<file path="src/rtl/reflex_round_sequencer.sv">
// reflex_round_sequencer: multi-round game controller for the reflex game.
// Sequences LOAD -> PLAY -> RESULT -> GAP per round, keeps score and
// measures reaction time. Optional macro REFLEX_BEST_TIME_EN adds tracking
// of the best reaction time per game; without it best_time is all-ones.

module reflex_round_sequencer #(
    parameter int NUM_ROUNDS    = 4,
    parameter int PLAY_CYCLES   = 199,
    parameter int RESULT_CYCLES = 10,
    parameter int GAP_CYCLES    = 4,
    parameter int TIME_W        = 8,
    localparam int ROUND_W      = (NUM_ROUNDS > 1) ? $clog2(NUM_ROUNDS) : 1,
    localparam int SCORE_W      = $clog2(NUM_ROUNDS + 1)
) (
    input  logic               clock,
    input  logic               reset,
    input  logic               start,
    input  logic [7:0]         code,
    input  logic               match,
    output logic               lfsr_en,
    output logic               code_load,
    output logic               play_active,
    output logic [ROUND_W-1:0] round_idx,
    output logic [SCORE_W-1:0] score,
    output logic [TIME_W-1:0]  reaction_time,
    output logic [TIME_W-1:0]  best_time,
    output logic               correct_light,
    output logic               incorrect_light,
    output logic               game_over
);

    typedef enum logic [2:0] {
        S_IDLE,
        S_LOAD,
        S_PLAY,
        S_RESULT,
        S_GAP,
        S_DONE
    } state_t;

    state_t             state_q, state_d;
    logic [TIME_W-1:0]  timer_q, timer_d;
    logic [ROUND_W-1:0] round_q, round_d;
    logic [SCORE_W-1:0] score_q, score_d;
    logic [TIME_W-1:0]  react_q, react_d;
    logic               start_q, start_d;

    logic               start_edge;
    logic               last_hit;
    logic               game_start;
    logic               round_hit;

    assign start_edge = start & ~start_q;
    // A correct round stores a timer value below PLAY_CYCLES, which can never
    // be all-ones, so the stored reaction time doubles as the hit/miss flag.
    assign last_hit   = (react_q != '1);

    assign round_idx     = round_q;
    assign score         = score_q;
    assign reaction_time = react_q;

    // Next-state, datapath updates and Moore output decode.
    always_comb begin
        // NOTE: every signal written here gets a default first so no path
        // leaves one unassigned, which would otherwise infer a latch.
        state_d         = state_q;
        round_d         = round_q;
        score_d         = score_q;
        react_d         = react_q;
        start_d         = start;
        game_start      = 1'b0;
        round_hit       = 1'b0;
        lfsr_en         = 1'b1;
        code_load       = 1'b0;
        play_active     = 1'b0;
        correct_light   = 1'b0;
        incorrect_light = 1'b0;
        game_over       = 1'b0;

        case (state_q)
            S_IDLE: begin
                if (start_edge) game_start = 1'b1;
            end
            S_LOAD: begin
                // A zero code is unusable: keep stepping the LFSR and retry.
                if (code != 8'h00) begin
                    code_load = 1'b1;
                    lfsr_en   = 1'b0;
                    state_d   = S_PLAY;
                end
            end
            S_PLAY: begin
                lfsr_en     = 1'b0;
                play_active = 1'b1;
                // The player's lights lag code_load by one cycle, so a match
                // seen at timer 0 reflects the previous code and is ignored.
                if (match && (timer_q != '0)) begin
                    round_hit = 1'b1;
                    score_d   = score_q + SCORE_W'(1);
                    react_d   = timer_q;
                    state_d   = S_RESULT;
                end else if (timer_q == TIME_W'(PLAY_CYCLES - 1)) begin
                    react_d = '1;
                    state_d = S_RESULT;
                end
            end
            S_RESULT: begin
                correct_light   = last_hit;
                incorrect_light = ~last_hit;
                if (timer_q == TIME_W'(RESULT_CYCLES - 1)) begin
                    if (round_q == ROUND_W'(NUM_ROUNDS - 1)) begin
                        state_d = S_DONE;
                    end else begin
                        round_d = round_q + ROUND_W'(1);
                        state_d = S_GAP;
                    end
                end
            end
            S_GAP: begin
                if (timer_q == TIME_W'(GAP_CYCLES - 1)) state_d = S_LOAD;
            end
            S_DONE: begin
                game_over = 1'b1;
                if (start_edge) game_start = 1'b1;
            end
            default: state_d = S_IDLE;
        endcase

        if (game_start) begin
            state_d = S_LOAD;
            round_d = '0;
            score_d = '0;
        end

        // The phase timer restarts on every state change and idles at zero.
        if ((state_d != state_q) || (state_q == S_IDLE) || (state_q == S_DONE)) begin
            timer_d = '0;
        end else begin
            timer_d = timer_q + TIME_W'(1);
        end
    end

    // State and datapath registers with synchronous reset.
    always_ff @(posedge clock) begin
        // NOTE: sequential state uses non-blocking assignments so every
        // register samples the pre-edge values regardless of statement order.
        if (reset) begin
            state_q <= S_IDLE;
            timer_q <= '0;
            round_q <= '0;
            score_q <= '0;
            react_q <= '1;
            start_q <= 1'b1;
        end else begin
            state_q <= state_d;
            timer_q <= timer_d;
            round_q <= round_d;
            score_q <= score_d;
            react_q <= react_d;
            start_q <= start_d;
        end
    end

`ifdef REFLEX_BEST_TIME_EN
    logic [TIME_W-1:0] best_q, best_d;

    // Best time: cleared at game start, lowered on each faster correct round.
    always_comb begin
        best_d = best_q;
        if (game_start) begin
            best_d = '1;
        end else if (round_hit && (timer_q < best_q)) begin
            best_d = timer_q;
        end
    end

    // Best-time register.
    always_ff @(posedge clock) begin
        if (reset) best_q <= '1;
        else       best_q <= best_d;
    end

    assign best_time = best_q;
`else
    assign best_time = '1;
`endif

endmodule

</file>
<file path="config.mk">
export PLATFORM = sky130hd
export DESIGN_NAME = reflex_round_sequencer
export DESIGN_NICKNAME = d
export VERILOG_FILES = /design/src/rtl/reflex_round_sequencer.sv
export SDC_FILE = /design/constraint.sdc
export NUM_CORES = 1
export LEC_CHECK = 0
export CORE_MARGIN = 8
export CORE_UTILIZATION = 42
export DETAILED_ROUTE_END_ITERATION = 12
export GPL_ROUTABILITY_DRIVEN = 1
export PLACE_DENSITY = 0.75
export SLEW_MARGIN = 20
export SYNTH_ARGS = -nofsm -noshare
export SYNTH_HDL_FRONTEND = slang
export SYNTH_SLANG_ARGS = --single-unit
</file>
<file path="constraint.sdc">
create_clock -name clock -period 1.8 [get_ports clock]
set_clock_uncertainty 0.1 [all_clocks]
set_input_delay 0.27 -clock clock [delete_from_list [all_inputs] [get_ports clock]]
set_output_delay 0.27 -clock clock [all_outputs]
set_load 0.01 [all_outputs]
</file>
### Word level (Yosys, flattened, before mapping)

Index checks and enable logic that the tools add are counted.

| operators by class | value |
|---|---|
| eq/ne operators | 11 |
| add/sub/neg operators | 3 |
| bitwise operators | 4 |
| muxes and demuxes | 20 |
| reduce and logical (&&, ||, !) cells | 13 |

Operators by type and width:

| operator | number |
|---|---|
| 3-bit two-way mux | 6 |
| 8-bit two-way mux | 2 |
| 8-bit nonzero test | 2 |
| 3-bit one-hot mux with 5 select lines | 1 |
| 1-bit two-way mux | 10 |
| 8-bit by 1-bit adder with 8-bit output, second input constant | 1 |
| 8-bit by 2-bit equality test with 1-bit output, second input constant | 1 |
| 8-bit by 4-bit equality test with 1-bit output, second input constant | 1 |
| 8-bit equality test, second input constant | 1 |
| 8-bit inequality test, second input constant | 1 |
| 3-bit by 2-bit equality test with 1-bit output, second input constant | 2 |
| 3-bit equality test, second input constant | 2 |
| 2-bit OR reduction | 3 |
| 2-bit AND reduction | 2 |
| 3-bit by 1-bit adder with 3-bit output, second input constant | 1 |
| 3-bit by 1-bit equality test with 1-bit output, second input constant | 1 |
| 3-bit logical NOT | 1 |
| 3-bit inequality test | 1 |
| 1-bit inverter | 3 |
| 3-bit AND reduction | 1 |
| 2-bit by 1-bit adder with 2-bit output, second input constant | 1 |
| 2-bit equality test, second input constant | 1 |
| 1-bit logical OR | 2 |
| 1-bit one-hot mux with 2 select lines | 1 |
| other kinds (3) | 3 |

| word-level totals | value |
|---|---|
| output and inout port bits | 27 |
| register bits after elaboration | 25 |
| input port bits | 12 |

### Depth between registers and ports, before layout

Gate-level depths: netlist (run 1).

| depth | value |
|---|---|
| depth after elaboration | 9 |
| gate-level depth with buffers | 7 |
| depth with buffers taken out | 7 |

### Worst setup path before layout (run 1)

OpenSTA, ideal clock, no wires.

| timing path | value |
|---|---|
| path kind | register to register |
| start point | register timer_q[0] |
| end point | register timer_q[1] |
| required time | 1.638 ns |
| arrival time | 1.850 ns |
| slack | -0.212 ns |
| stages on the path, launching flop included | 8 |
| path through | dfxtp_1 inv_1 ha_1 or4b_4 o211ai_4 nand2_4 o31a_4 nor2b_2 |

| between the ends | value |
|---|---|
| longest elaborated chain between the ends | 9 |
| elaborated cells on any way between the ends | 16 |
| those cells by class | add/sub (1); eq/ne (4); mux (6); reduce/logical (5) |

Ends and longest elaborated chain:

| what | RTL line | text |
|---|---|---|
| start, declared | 42 | `logic [TIME_W-1:0] timer_q, timer_d;` |
| start signal, assigned | 156 | `timer_q <= timer_d;` |
| 8-bit equality test / 8-bit nonzero test (equally long branches) | 102, 97 |  |
| 3-bit two-way mux / 1-bit logical AND (equally long branches) | 102, 97 |  |
| 3-bit two-way mux | 97 | `if (match && (timer_q != '0)) begin` |
| 3-bit one-hot mux with 5 select lines | 80 | `case (state_q)` |
| 3-bit two-way mux | 129 | `if (game_start) begin` |
| 3-bit inequality test | 136 | `if ((state_d != state_q) \|\| (state_q == S_IDLE) \|\| (state_q == S_DONE)) begin` |
| 1-bit logical OR (2 in series) | 136 |  |
| 2-bit OR reduction (no line) | - |  |

Parallel ways exist; a longest one is shown, timed or not.
A chain may end at the register's enable or synchronous reset.

### Worst setup path after layout (run 1)

| timing path | value |
|---|---|
| start point | register timer_q[1] |
| end point | register timer_q[1] |

Same word-level chain as after synthesis.

==> results of run 1 <==
[cells by family (layout without fill, tap and decap cells)]
logic type,count (synthesis),count (layout),synth area share
buffers and inverters,16,75,0.06703
adder cells (fa/ha/maj),6,6,0.05509
XOR/XNOR,9,9,0.05785
multiplexers,2,2,0.01469
AO/OA/AOI/OAI,25,25,0.1322
AND/OR/NAND/NOR,68,68,0.3030
flip-flops,25,25,0.3673
other,1,8,0.002752
[worst max path at each step]
stage / start / end / slack (ns) / depth (start not counted)
after floorplan: timer_q[0] / timer_q[1] / -0.17 / 7
after global placement: code[5] / lfsr_en / -0.82 / 6
after detailed placement: code[5] / lfsr_en / -0.86 / 6
after CTS: timer_q[1] / timer_q[1] / -0.16 / 7
after global routing: timer_q[1] / timer_q[1] / -0.22 / 7
final: timer_q[1] / timer_q[1] / -0.16 / 7
[state kept, by name, summed over array words and instances (netlist names)]
name	count
reaction_time	8
timer_q	8
score	3
start_q	1
state_q	3
round_idx	2
[final cells by class]
| class | instances | share of cell area |
|---|---|---|
| well taps | 44 | 0.02566 |
| clock buffers | 4 | 0.01224 |
| flip-flops and latches | 25 | 0.2414 |
| repair buffers | 68 | 0.2706 |
| inverters | 3 | 0.005248 |
| multi-input cells | 118 | 0.4449 |
[synth_stat cells, drive strengths merged]
cell type,n,share of area
a211oi,3,0.017
a21o,2,0.011
a21oi,4,0.015
a31oi,1,0.0046
and2,1,0.0046
and3,3,0.014
and4,1,0.0064
buf,9,0.048
clkbuf,4,0.011
conb,1,0.0028
dfxtp,25,0.37
ha,6,0.055
inv,3,0.0083
mux2i,2,0.015
nand2,4,0.017
nand2b,8,0.037
nand3,8,0.029
nand4,4,0.018
nand4b,1,0.0064
nor2,17,0.058
nor2b,3,0.016
nor3,4,0.015
nor3b,3,0.020
nor4b,1,0.0064
nor4bb,1,0.0073
o211ai,1,0.016
o21ai,4,0.015
o21bai,1,0.0055
o22ai,8,0.037
o31a,1,0.013
or2,3,0.014
or3,3,0.014
or4,2,0.011
or4b,1,0.010
xnor2,2,0.013
xor2,7,0.045
[power groups by stage]
stage	sequential [mW]	combinational (mW)	clock, mW
after global placement	0.568	0.0602	0
after global routing	0.555	0.0703	0.278
after CTS	0.555	0.0604	0.253
after detailed placement	0.569	0.0613	0
final	0.555	0.0644	0.254
after floorplan	0.569	0.0381	0
[through the flow]
stage | TNS [ns] | power, mW | util | instance area (sq um)
after floorplan | -1.373 | 0.6066 | - | 1400
after global placement | -4.874 | 0.6286 | 0.6126 | 1886
after detailed placement | -5.442 | 0.6299 | 0.6126 | 1886
after CTS | -2.198 | 0.8681 | 0.6760 | 2081
after global routing | -3.953 | 0.9032 | 0.6972 | 2146
final | -2.458 | 0.8729 | 0.6972 | 2146
[worst register-to-register path, stage by stage (launching register included)]
cell and delay (ns):
sky130_fd_sc_hd__dfxtp_2 0.35, sky130_fd_sc_hd__inv_2 0.07, sky130_fd_sc_hd__ha_4 0.12, sky130_fd_sc_hd__or4b_4 0.46, sky130_fd_sc_hd__o211ai_4 0.21, sky130_fd_sc_hd__nand2_4 0.09, sky130_fd_sc_hd__o31a_4 0.40, sky130_fd_sc_hd__nor2b_2 0.11
[layer usage]
metal / share of wire / routed length [microns] / up-vias
li1: - / - / 660
met2: 0.52 / 2179 / 49
met3: 0.070 / 290 / 4
met5: 0 / 0 / -
met1: 0.40 / 1678 / 642
met4: 0.0041 / 17 / 0
[what timing repair did]
| item | in CTS | in global routing |
|---|---|---|
| setup endpoints to repair | 28 | 27 |
| pin swaps | 26 | 4 |
| buffers inserted | 9 | 3 |
| gates resized for setup | 68 | 21 |
| hold buffers | 0 | 0 |
==> flow_results.org, run 1 <==
** Outcome
- Result of the run :: finished, violations left
- Violated checks :: negative setup slack

** Min path
- The path class of the tightest hold or removal check is reg2reg.
- The worst hold path terminates at score[2].
- Counting instances, the worst hold path has a depth of 2.
- The worst hold path begins at score[2].

** Yosys
- After synthesis the netlist holds a flip-flop and latch count of 25.
- The share of the Yosys chip area taken by registers is 0.3673.
- Yosys printed 0 warnings.
- Mapped cell area :: between 0.001 and 0.0015 sq mm
- Post-Synthesis Mean Instance Area :: approximately 9.0 sq um
- Count of distinct cell types in the synthesized netlist :: between 40 and 50
- Number of standard cells after synthesis :: 152

** Finish
- Summing all flip-flop and latch instances after layout gives 518.0 sq um.
- The library cell used most frequently in the layout, excluding fill and tap cells, is sky130_fd_sc_hd__buf_4.
- For this run, the post-layout net count is 237.
- Inserted Diodes :: 0
- The filler cells instantiated in the layout total roughly 250.
- Leading cell types in the layout, fill and taps excluded :: 36 x sky130_fd_sc_hd__buf_4, 16 x sky130_fd_sc_hd__clkdlybuf4s50_1, 13 x sky130_fd_sc_hd__dfxtp_1
- Multi-input gate area :: 954.7 sq um
- Of the cells placed in the final design, the portion with a size suffix greater than 1 is 0.4679.
- Once layout is complete, the cells apart from fillers number roughly 260.
- Area growth from synthesis to layout :: 57.48%

** Worst setup path
- In this run the critical register-to-register path is captured at timer_q[1].
- Required time at the worst-slack endpoint :: about 2.0 ns
- Type of the worst setup path :: reg2reg
- Worst Reg-to-Reg Cells :: 7
- In this run the worst path has a maximum fanout of 7.
- The largest single stage delay on the critical path is approximately 0.46 ns.
- CP bufs+invs :: 1
- R2R setup slack :: -0.16 ns
- Reg-to-Reg Start :: timer_q[1]
- CP top delay family :: simple AND/OR/NAND/NOR gates
- The largest individual stage delay along the critical path comes from the cell sky130_fd_sc_hd__or4b_4.
- Data arrives at the worst endpoint at roughly 2.1 ns.
- Sequence of cells on the critical path :: inv_2 > ha_4 > or4b_4 > o211ai_4 > nand2_4 > o31a_4 > nor2b_2
- STA classifies the critical path endpoint as a register.
- STA classifies the critical path startpoint as a register.

** Floorplanning
- The die is around 73 microns wide.
- In this run the count of I/O pins placed on the die edge is 39.
- Die Ht :: about 73 microns
- The floorplan has 20 rows.
- The core region is a little over 0.003 sq mm.
- For this configuration, the core starts out at a cell density of 0.4427.
- The floorplan step defined a die boundary enclosing around 0.0053 sq mm.

** Clock network
- Clock slew seen by the registers of the worst setup and hold paths :: 0.14 ns
- Number of levels in the clock H-tree :: 1
- Buffers inserted during clock tree synthesis total 3.
- Clock network latency to the later pin of the worst-skew pair :: roughly 0.31 ns
- The longest clock path from root to sink contains 2 buffers.
- TritonCTS built the clock tree.
- CTS saw 25 sinks.
- Root Buffer Master :: sky130_fd_sc_hd__clkbuf_4

** Global route
- In the global route stage, overall resource usage came out at 0.1502.
- GR met3 Demand/Resource :: 0.04533
- Met1 Use GR :: 0.1676
- The via count of the first global-routing pass is around 1400.
- Global routing finished with a remaining overflow of 0.
- Entering global routing, the biggest net connects 14 pins.
- Busiest grt layer :: met2
- For this run, global-route usage on met2 was measured as 0.2704.
- The first global-routing pass estimated 6492 microns of wire.
- Number of antenna violations at the first check in global routing :: 0

** Power and ir drop
- Net switching power of the design :: slightly below 0.2 mW
- Max VDD drop :: slightly below 0.0003 V
- Part of the total power dissipated in the clock network :: 0.291
- Of the total power, the share spent switching nets is 0.2267.
- In this run the power density over the cells is ~410 mW/mm^2.
- In this run the static leakage power is roughly 0.90 nW.
- The internal portion of the total power is between 0.6 and 0.7 mW.
- Of the total power, combinational logic draws 0.074.
- The share of total power dissipated in sequential elements is 0.635.

** Timing
- Worst setup margin :: -0.1597 ns
- The final-report max-slew violation count was 0.
- Final Setup Violations :: 22
- Worst hold slack :: 0.4174 ns
- Final worst-path cycle share :: 1.089
- Time the final worst path needs with I/O delays and setup :: 1.960 ns
- RSZ-0062 raised after global routing :: yes
- Number of endpoints with negative hold slack in the final report :: 0
- Derived from the worst setup path, the maximum achievable clock frequency is approximately 500 MHz.

** Routing
- The final route contains 1355 vias.
- Summed over all layers, the routed wires come to around 4200 microns.
- For this run, design rule violations remaining after detail routing come to 0.
- In this run the remaining antenna-violating nets after routing total 0.
- In this run, the number of DRC markers left after iteration 0 of detailed routing was 52.
- After detailed routing, the average wire length per cell comes to around 16 microns.
- Using the TritonRoute via totals, the vias-per-cell ratio works out to a little over 5.
- The first detailed-routing pass took 4 iterations.

** Job
- Across the run, the number of max-cap violations was 0.

** Placed design
- Routability-driven placement finished with a final weighted congestion of approximately 0.86.
- Placement Setup Slack :: -0.8649 ns
- During placement, the flow inserted port buffers numbering 30.
- Sum of net half-perimeters after detailed placement :: roughly 2800 microns
- In this run, placement finished with an instance count of 248.
Power figures use the tool's default switching activity.
==> inputs of run 2 (changes only) <==
--- a/config.mk
+++ b/config.mk
@@ -5,7 +5,7 @@
 export SDC_FILE = /design/constraint.sdc
 export NUM_CORES = 1
 export LEC_CHECK = 0
-export CORE_MARGIN = 8
+export CORE_MARGIN = 2
 export CORE_UTILIZATION = 42
 export DETAILED_ROUTE_END_ITERATION = 12
 export GPL_ROUTABILITY_DRIVEN = 1
==> run 2 against run 1 <==
- the flow still finishes with violations (negative setup slack)
- design area up 3.9%
- critical path depth up 2
- sequential share of layout area down 0.74 points
- sequential power about the same
- via count up 3.5%
- worst hold slack worse by 0.025 ns
- count of clock-buffer cells in the layout down 1
- routed wire length down 0.62%
- global-route usage up 6.7 points
- utilization up 2.7 points
==> flow_results.org, run 2 (synthesis results as in run 1) <==
** Outcome
- Result of the run :: finished, violations left
- The checks that failed: negative setup slack.

** Timing
- The hold violation count in the final report is 0 (unchanged).
- Time the final worst path needs with I/O delays and setup :: 1.968 ns (+0.007815 ns)
- RSZ-0062 raised after global routing :: yes
- Count of pins over their slew limit :: 0 (unchanged)
- The top achievable clock speed was 508.2 MHz (-0.40%).
- The post-route clock period utilization is 1.093 (+0.004342).
- The minimum setup slack in the final design was -0.1676 ns (-0.007815 ns).
- The number of setup violations in the final report is 23 (+4.5%).

** Routing
- Post-route ant nets :: 0 (unchanged)
- The routed wirelength normalized by instance count is 15.39 microns (-3.2%).
- Post-route DRC :: 0 (unchanged)
- Vias after detailed routing :: 1402 (+3.5%)
- WL final :: 4139 microns (-0.62%)
- The number of vias per cell after detailed routing came to 5.212 (+0.78%).
- Detailed-router iteration count before antenna repair :: 4 (unchanged)
- DRT iter0 DRCs :: 41 (-21%)

** Worst setup path
- Reg-to-Reg Start :: timer_q[1]
- Sort of element at the end of the critical path :: register
- Startpoint of the worst setup timing path :: timer_q[1]
- Required time at the worst-slack endpoint :: 1.98 ns (+0.02 ns)
- The number of cells on the worst reg-to-reg path is 9 (+2).
- Startpoint types :: register
- The critical path in this run is classified as reg2reg.
- Endpoint arrival time on the critical path :: 2.15 ns (+0.03 ns)
- Maximum net fanout on the critical path :: 8 (+1)

** Min path
- Launch point of the worst hold path :: score[2]
- The number of stages on the worst hold path came to 2 (unchanged).
- Min-Delay Path Class :: reg2reg

** Finish
- The area of combinational cells with multiple inputs came to 967.2 sq um (+1.3%).
- The library cell used most frequently in the layout, excluding fill and tap cells, is sky130_fd_sc_hd__buf_4.
- The register area is 521.8 sq um (+0.72%).
- The final antenna diode count is 0 (unchanged).
- The fraction of layout cells with a size suffix above 1 was 0.4933 (+0.02544).
- Relative to the synthesized area, the layout overhead comes to 63.64%.
- In the layout the commonest cells are 41 x sky130_fd_sc_hd__buf_4, 16 x sky130_fd_sc_hd__clkdlybuf4s50_1, 12 x sky130_fd_sc_hd__dfxtp_1.
- The number of cells in the finished layout apart from fillers was 269 (+2.7%).
- Count of fill cells added during filler insertion :: 232 (-6.5%)
- The final layout net count is 244 (+3.0%).

** Global route
- The remaining global-route overflow came to 0 (unchanged).
- Via count of the first global-routing pass :: 1380 (-1.1%)
- Global-route usage over all layers :: 0.2170 (+0.06673)
- The pin count of the biggest net entering global routing came to 16 (+2).
- The first-pass GRT wire length was 5906 microns (-9.0%).
- The initial antenna violation count is 0 (unchanged).

** Clock network
- CTS Buf Count :: 3 (unchanged)
- Number of levels in the clock H-tree :: 1 (unchanged)
- Hold buffers post-CTS :: 0 (unchanged)
- The clock sink count was 25 (unchanged).
- Clock slew seen by the registers of the worst setup and hold paths :: 0.15 ns (about the same)
- TritonCTS built the clock tree.
- The clock latency at the later pin of the worst-skew pair was 0.34 ns (+0.03 ns).
- CTS placed an instance of sky130_fd_sc_hd__clkbuf_4 at the clock tree root.
- Maximum root-to-sink buffer count :: 2 (unchanged)

** Placed design
- The number of buffers added on ports is 30 (unchanged).
- Sum of net half-perimeters after detailed placement :: 2506 microns (-12%)
- The weighted congestion at the end of routability-driven global placement is 0.7852 (-9.0%).
- The placed cell count is 247 (-0.40%).

** Power and ir drop
- Total leakage power :: 0.9178 nW (+2.4%)
- The total design power is 0.8929 mW (+2.3%).
- The highest ir drop seen on vdd is 0.0004647 V (+58%).
- Power per unit of standard cell area :: 400.5 mW/mm^2 (-1.6%)

** Job
- Max_cap viols :: 0 (unchanged)

** Floorplanning
- The floorplan die width is 60.96 microns (-16%).
- Area of the placeable core :: 0.003078 sq mm (unchanged)
- Boundary pin count :: 39 (unchanged)
- The area of the die was 0.003716 sq mm (-30%).
- The die span in y is 60.96 microns (-16%).
- The row count came to 20 (unchanged).
- Initial Util :: 0.4427 (unchanged)
==> run 2: cell count changes in the layout (fill, tap and decap cells not counted), sizes merged <==
cell | before | now
buf | 46 | 53
clkdlybuf4s15 | 4 | 5
clkinvlp | 0 | 1
clkbuf | 4 | 3
dlygate4sd2 | 2 | 1
==> run 2: power breakdown <==
part / internal [mW] / switching (mW) / leakage (nW)
Clock: 0.0855 / 0.188 / 0.0139
Sequential: 0.552 / 0.00132 / 0.201
Combinational: 0.0370 / 0.0295 / 0.703
==> run 2: layout make-up <==
| class | count | area share |
|---|---|---|
| Clock inverter | 1 | 0.003367 |
| Timing Repair Buffer | 75 | 0.2890 |
| Inverter | 3 | 0.005051 |
| Clock buffer | 3 | 0.01010 |
| Sequential cell | 25 | 0.2340 |
| Tap cell | 44 | 0.02469 |
| Multi-Input combinational cell | 118 | 0.4338 |
==> run 2: final timing paths <==
path	to	slack [ns]
worst max-delay path	reaction_time[0]	-0.17
worst min-delay path	score[2]	0.39
worst max register to register	reaction_time[0]	-0.17
worst min register to register	score[2]	0.39
==> run 2: routing by layer <==
layer | track usage | up-vias | part of all wire
li1 | - | 675 | -
met1 | 0.2314 | 648 | 0.37
met2 | 0.4025 | 65 | 0.53
met3 | 0.03198 | 14 | 0.063
met4 | 0.1242 | 0 | 0.033
met5 | 0 | - | 0
==> run 2: timing repair <==
item | 4_1_cts | 5_1_grt
endpoints found under the setup margin | 29 | 27
pin swaps | 23 | 11
setup buffers | 11 | 9
resized for setup | 68 | 26
==> run 2: per-stage QoR <==
step	instance area [sq um]	utilization	worst slack (ns)	hold WS (ns)	TNS [ns]
after floorplan	1400	-	-0.1727	0.2715	-1.373
after global placement	1878	0.6102	-0.8196	0.3673	-4.818
after detailed placement	1878	0.6102	-0.8946	0.3828	-5.444
after CTS	2103	0.6833	-0.1626	0.4016	-2.153
after global routing	2230	0.7244	-0.2466	0.4252	-4.464
final	2230	0.7244	-0.1676	0.3922	-2.509
==> run 2: critical path, cell delays in order (launching register included) <==
cell                       delay, ns
sky130_fd_sc_hd__dfxtp_2        0.35
sky130_fd_sc_hd__inv_2          0.07
sky130_fd_sc_hd__ha_4           0.11
sky130_fd_sc_hd__or4b_4         0.46
sky130_fd_sc_hd__o211ai_4       0.21
sky130_fd_sc_hd__buf_4          0.15
sky130_fd_sc_hd__buf_6          0.13
sky130_fd_sc_hd__buf_4          0.14
sky130_fd_sc_hd__o22ai_2        0.08
sky130_fd_sc_hd__nand2b_1       0.09
==> inputs of run 3 (changes only) <==
--- a/config.mk
+++ b/config.mk
@@ -9,6 +9,7 @@
 export CORE_UTILIZATION = 42
 export DETAILED_ROUTE_END_ITERATION = 12
 export GPL_ROUTABILITY_DRIVEN = 1
+export HOLD_SLACK_MARGIN = 0.1
 export PLACE_DENSITY = 0.75
 export SLEW_MARGIN = 20
 export SYNTH_ARGS = -nofsm -noshare
==> results of run 3 <==
The final DEF is identical to that of run 2; final timing and power are the same.
